==> src/rtl/rd_ptr_empty_gen.sv <==
// Read-side pointer and status generator for an asynchronous FIFO.
// Keeps binary/Gray read pointers and registered empty, almost-empty, occupancy and underflow flags.
module rd_ptr_empty_gen #(
  parameter int unsigned a_width   = 4,
  parameter int unsigned AE_THRESH = 2
) (
  input  logic               Clk,
  input  logic               Resetn,
  input  logic               rd_en,
  input  logic               clr_underflow,
  input  logic [a_width:0]   wr_syn_ptr,
  output logic [a_width-1:0] rd_addr,
  output logic [a_width:0]   rd_ptr,
  output logic               rd_accept,
  output logic               rd_empty,
  output logic               rd_almost_empty,
  output logic [a_width:0]   rd_count,
  output logic               rd_underflow
);

  logic [a_width:0] rd_bin_q, rd_bin_d;
  logic [a_width:0] rd_gray_q, rd_gray_d;
  logic [a_width:0] rd_count_q, rd_count_d;
  logic             rd_empty_q, rd_empty_d;
  logic             rd_ae_q, rd_ae_d;
  logic             rd_uf_q, rd_uf_d;
  logic [a_width:0] wr_bin;

  assign rd_accept = rd_en & ~rd_empty_q;

  // Gray-to-binary of the synchronized write pointer, XOR prefix from the MSB down.
  always_comb begin
    wr_bin          = '0;
    wr_bin[a_width] = wr_syn_ptr[a_width];
    for (int i = int'(a_width) - 1; i >= 0; i--) begin
      wr_bin[i] = wr_bin[i+1] ^ wr_syn_ptr[i];
    end
  end

  always_comb begin
    rd_bin_d   = rd_bin_q + {{a_width{1'b0}}, rd_accept};
    rd_gray_d  = (rd_bin_d >> 1) ^ rd_bin_d;
    rd_empty_d = (rd_gray_d == wr_syn_ptr);
    // Modulo subtraction keeps occupancy right across pointer wrap.
    rd_count_d = wr_bin - rd_bin_d;
    rd_ae_d    = (32'(rd_count_d) <= AE_THRESH);
    // A read attempt while empty wins over a simultaneous clear.
    if (rd_en && rd_empty_q) begin
      rd_uf_d = 1'b1;
    end else if (clr_underflow) begin
      rd_uf_d = 1'b0;
    end else begin
      rd_uf_d = rd_uf_q;
    end
  end

  always_ff @(posedge Clk or negedge Resetn) begin
    if (!Resetn) begin
      rd_bin_q   <= '0;
      rd_gray_q  <= '0;
      rd_count_q <= '0;
      rd_empty_q <= 1'b1;
      rd_ae_q    <= 1'b1;
      rd_uf_q    <= 1'b0;
    end else begin
      rd_bin_q   <= rd_bin_d;
      rd_gray_q  <= rd_gray_d;
      rd_count_q <= rd_count_d;
      rd_empty_q <= rd_empty_d;
      rd_ae_q    <= rd_ae_d;
      rd_uf_q    <= rd_uf_d;
    end
  end

  assign rd_addr         = rd_bin_q[a_width-1:0];
  assign rd_ptr          = rd_gray_q;
  assign rd_empty        = rd_empty_q;
  assign rd_almost_empty = rd_ae_q;
  assign rd_count        = rd_count_q;
  assign rd_underflow    = rd_uf_q;

endmodule

==> config.mk <==
export PLATFORM = sky130hd
export DESIGN_NAME = rd_ptr_empty_gen
export DESIGN_NICKNAME = d
export VERILOG_FILES = /design/src/rtl/rd_ptr_empty_gen.sv
export SDC_FILE = /design/constraint.sdc
export NUM_CORES = 1
export LEC_CHECK = 0
export ABC_CLOCK_PERIOD_IN_PS = 3100
export BUFFER_PORTS_ARGS = -buffer_cell sky130_fd_sc_hd__buf_2
export CORE_ASPECT_RATIO = 0.75
export CORE_MARGIN = 1
export CORE_UTILIZATION = 49
export DETAILED_ROUTE_END_ITERATION = 12
export PLACE_DENSITY = 0.74
export RECOVER_POWER = 100
export SKIP_LAST_GASP = 1
export SLEW_MARGIN = 0
export SYNTH_ARGS = -nofsm -noshare
export SYNTH_HDL_FRONTEND = slang
export SYNTH_SLANG_ARGS = --single-unit
==> constraint.sdc <==
create_clock -name Clk -period 3.1 [get_ports Clk]
set_clock_uncertainty 0.1 [all_clocks]
set_input_delay 0.31 -clock Clk [delete_from_list [all_inputs] [get_ports Clk]]
set_output_delay 0.31 -clock Clk [all_outputs]
set_load 0.1 [all_outputs]
==> summary.md <==
| Metric | Value |
|---|---|
| Post-synthesis share of cell area spent on xor and xnor gates | 25.7% |
| Total wire length after detailed routing | 1700 µm |
| Remaining design rule violation count | 0 |
| DIE AREA | 2020 µm² |
| Worst slew margin | 22.3% |
| CP Cell Sequence | nor2b_1 -> ha_1 -> nand3_1 -> xor2_1 -> ha_1 -> a21o_1 -> a31oi_1 -> xnor2_1 -> a2111oi_2 |
| Slack of the worst reg-to-reg path | 0.27 ns |
| Clock root buffer master | sky130_fd_sc_hd__clkbuf_4 |
| Number of buffer and inverter instances along the worst setup path | 0 |
| Period utilization | 91.3% |
| Clock tree from TritonCTS | done |
| Worst hold path startpoint | clr_underflow |
| Most common cell after layout, fill and taps aside | sky130_fd_sc_hd__clkbuf_1 |
| Outcome | finished, final reports clean |
| Net count of the finished layout | 119 |
| Number of buffers on the longest clock path | 2 |
| Ratio of cells with drive above 1 in the final layout | 10.8% |
| Startpoint kind of the worst setup timing path | flip-flop |
| Hold Vio Cnt, Final | 0 |
| Detailed route wirelength on metal3 | 99 µm |
| Reg2Reg Depth | 9 |
| Number of fill cells | 157 |
| R2R Path Start | rd_empty |
| Final antenna diode count | 0 |
| Distinct cells, synth | 22 |
| CP dominant cell by count | sky130_fd_sc_hd__ha_1 |
| Max Clk Rate | 353 MHz |
| Via count of the first global-routing pass | 562 |
| Count of input and output buffers | 26 |
| Max H-tree Level | 1 |
| Hold worst-path end | rd_underflow |
| RSZ-0062 raised after global routing | false |
| Cell with the largest stage delay on the worst path | sky130_fd_sc_hd__a2111oi_2 |
| Num rows | 13 |
| Maximum single-stage delay on the critical path | 0.43 ns |
| Setup slack at placement | 0.0484 ns |
| Cell Area, Synth | 905 µm² |
| Avg Vias per Cell | 4.94 |
| IO Pins | 27 |
| Endpoint of the worst-slack reg-to-reg timing path | rd_almost_empty |
| Detailed placer's ending HPWL | 1350 µm |
| Wire length on met1 | 788 µm |
| Die width | 51.6 µm |
| Peak fanout along the critical path | 5 |
| Number of vias in the routed layout | 612 |
| Most frequent cells in the layout | sky130_fd_sc_hd__clkbuf_1 (21), sky130_fd_sc_hd__xnor2_1 (15), sky130_fd_sc_hd__dfrtp_1 (15) |
| Growth of design area from synthesis to finish | 17.7% |
| Sum of negative setup slack | 0 ns |
| Avg Synthesized Cell Area | 12.4 µm² |
| Adder-cell area share of the yosys netlist | 10.5% |
| Final worst slack | 0.270 ns |
| Multiplexer share of the synthesized area | 0% |
| Setup-violating endpoint count in the final report | 0 |
| Top Layer Used | met4 |
| Number of antenna violations at the first check in global routing | 0 |
| Wire length of the first global-routing pass | 2570 µm |
| Detailed router's first-iteration violation count | 8 |
| Sequential share of the synthesized area | 47.3% |
| Routed wire length on met2 | 795 µm |
| Slew of the pin with the lowest slew margin | 1.17 ns |
| Number of warnings issued by yosys | 0 |
| Synthesized netlist net count | 89 |
| Maxcap violations | 0 |
| Pin count of the biggest net entering global routing | 18 |
| Aggregate global routing overflow | 0 |
| Worst hold path type | in2reg |
| Post-CTS clock slew at the launch and capture registers of the worst setup and hold paths | 0.10 ns |
| Core outline area | 1740 µm² |
| Routability congestion estimate | 0.772 |
| Skew-Pair Late Insertion Delay | 0.29 ns |
| Post-CTS setup-driven buffer insertion count | 0 |
| Count of final max-slew check failures | 0 |
| Number of detailed-route iterations in the first pass | 4 |
| Number of buffers created by CTS | 3 |
| Cell type group with the largest total delay on the critical path | compound AO/OA/AOI/OAI gates |
| Kind of critical path | reg2reg |
| Number of register bits inferred by synthesis | 17 |
| Antenna-violating nets left | 0 |
| Hold Path Depth | 2 |
| Worst EP arrival | 2.91 ns |
| Simple logic cell fraction of the synthesized area | 6.09% |
| Cell count after synthesis | 73 |
| Synth Area in Compound Gates | 6.64% |
| Global-route usage over all layers | 18.8% |
| Required time at the worst-slack endpoint | 3.18 ns |
| Starting utilization of the core area | 52.0% |
| Routed WL per cell | 13.7 µm |
| Setup crit end kind | flip-flop |
| Post-layout min period | 2.83 ns |
| CTS Sinks | 17 |
| Main combinational cell family by area after synthesis | XOR/XNOR gates |
| Die outline height | 39.2 µm |
## per-stage QoR
step	hold slack, ns	area (µm²)	cells	utilization [%]
5_1_grt	0.108	1060	124	61.2
3_5_place_dp	0.154	1070	119	61.8
6_report	0.118	1060	124	61.2
2_1_floorplan	-0.0856	925	73	-
4_1_cts	0.113	1110	124	63.8
3_3_place_gp	0.143	1070	119	61.8
## what timing repair did
item / in CTS / in global routing
endpoints found under the hold margin: 15 / 0
hold buffers: 1 / 0
gates resized for setup: 0 / 0
## flip-flops by register name, summed over array words and instances, names as in the netlist
| signal | count |
|---|---|
| rd_underflow | 1 |
| rd_ptr | 4 |
| rd_count | 5 |
| rd_bin_q | 5 |
| rd_empty | 1 |
| rd_almost_empty | 1 |
## worst register-to-register path, stage by stage (launching register included)
cell                        delay, ns
sky130_fd_sc_hd__dfstp_1         0.40
sky130_fd_sc_hd__nor2b_1         0.24
sky130_fd_sc_hd__ha_1            0.32
sky130_fd_sc_hd__nand3_1         0.12
sky130_fd_sc_hd__xor2_1          0.29
sky130_fd_sc_hd__ha_1            0.33
sky130_fd_sc_hd__a21o_1          0.19
sky130_fd_sc_hd__a31oi_1         0.18
sky130_fd_sc_hd__xnor2_1         0.13
sky130_fd_sc_hd__a2111oi_2       0.43
## Yosys cell counts
master | n | area (µm²)
sky130_fd_sc_hd__a2111oi_2 | 1 | 15.0
sky130_fd_sc_hd__a21o_1 | 2 | 15.0
sky130_fd_sc_hd__a21oi_1 | 2 | 10.0
sky130_fd_sc_hd__a311oi_1 | 1 | 8.76
sky130_fd_sc_hd__a31oi_1 | 1 | 6.26
sky130_fd_sc_hd__and3b_1 | 1 | 8.76
sky130_fd_sc_hd__and4b_1 | 1 | 10.0
sky130_fd_sc_hd__clkbuf_1 | 2 | 7.51
sky130_fd_sc_hd__dfrtp_1 | 15 | 375
sky130_fd_sc_hd__dfstp_2 | 2 | 52.6
sky130_fd_sc_hd__fa_1 | 1 | 20.0
sky130_fd_sc_hd__ha_1 | 6 | 75.1
sky130_fd_sc_hd__inv_1 | 7 | 26.3
sky130_fd_sc_hd__nand2_1 | 2 | 7.51
sky130_fd_sc_hd__nand3_1 | 2 | 10.0
sky130_fd_sc_hd__nand4_1 | 1 | 6.26
sky130_fd_sc_hd__nor2b_1 | 2 | 12.5
sky130_fd_sc_hd__o21ai_0 | 1 | 5.00
sky130_fd_sc_hd__xnor2_1 | 15 | 131
sky130_fd_sc_hd__xor2_1 | 6 | 52.6
sky130_fd_sc_hd__xor3_1 | 1 | 23.8
sky130_fd_sc_hd__xor3_2 | 1 | 25.0
## kinds of logic after synthesis
family | after synthesis
DFF | 17
buffers and inverters | 9
AOI/OAI and AO/OA | 8
and+or+nand+nor | 9
adders and majority gates | 7
xor gates and xnor gates | 23
## how the worst max path moves through the flow
stage	startpoint	end	slack, ns	depth (start not counted)
6_report	rd_empty	rd_almost_empty	0.27	9
5_1_grt	wr_syn_ptr[4]	rd_almost_empty	0.11	10
4_1_cts	wr_syn_ptr[4]	rd_almost_empty	0.36	10
3_5_place_dp	wr_syn_ptr[4]	rd_almost_empty	0.05	10
3_3_place_gp	wr_syn_ptr[4]	rd_almost_empty	0.27	10
2_1_floorplan	rd_empty	rd_almost_empty	0.08	9
## final cells by class
cell class	instances	area, µm²	share of cell area [%]
inverter	7	26.3	2.47
timing repair buffer	27	115	10.8
multi-input combinational	47	442	41.5
tap	22	27.5	2.59
sequential	17	428	40.2
clock buffer	4	26.3	2.47
## layer usage
metal  track usage, %  vias to the layer above
li1                 -                      301
met1             24.0                      287
met2             30.8                       22
met3             6.27                        2
met4             4.05                        0
met5                0                        -
Power is left out: the tool's default activity adds up to more than one toggle a clock period on the data nets, which glitch-free logic cannot reach.
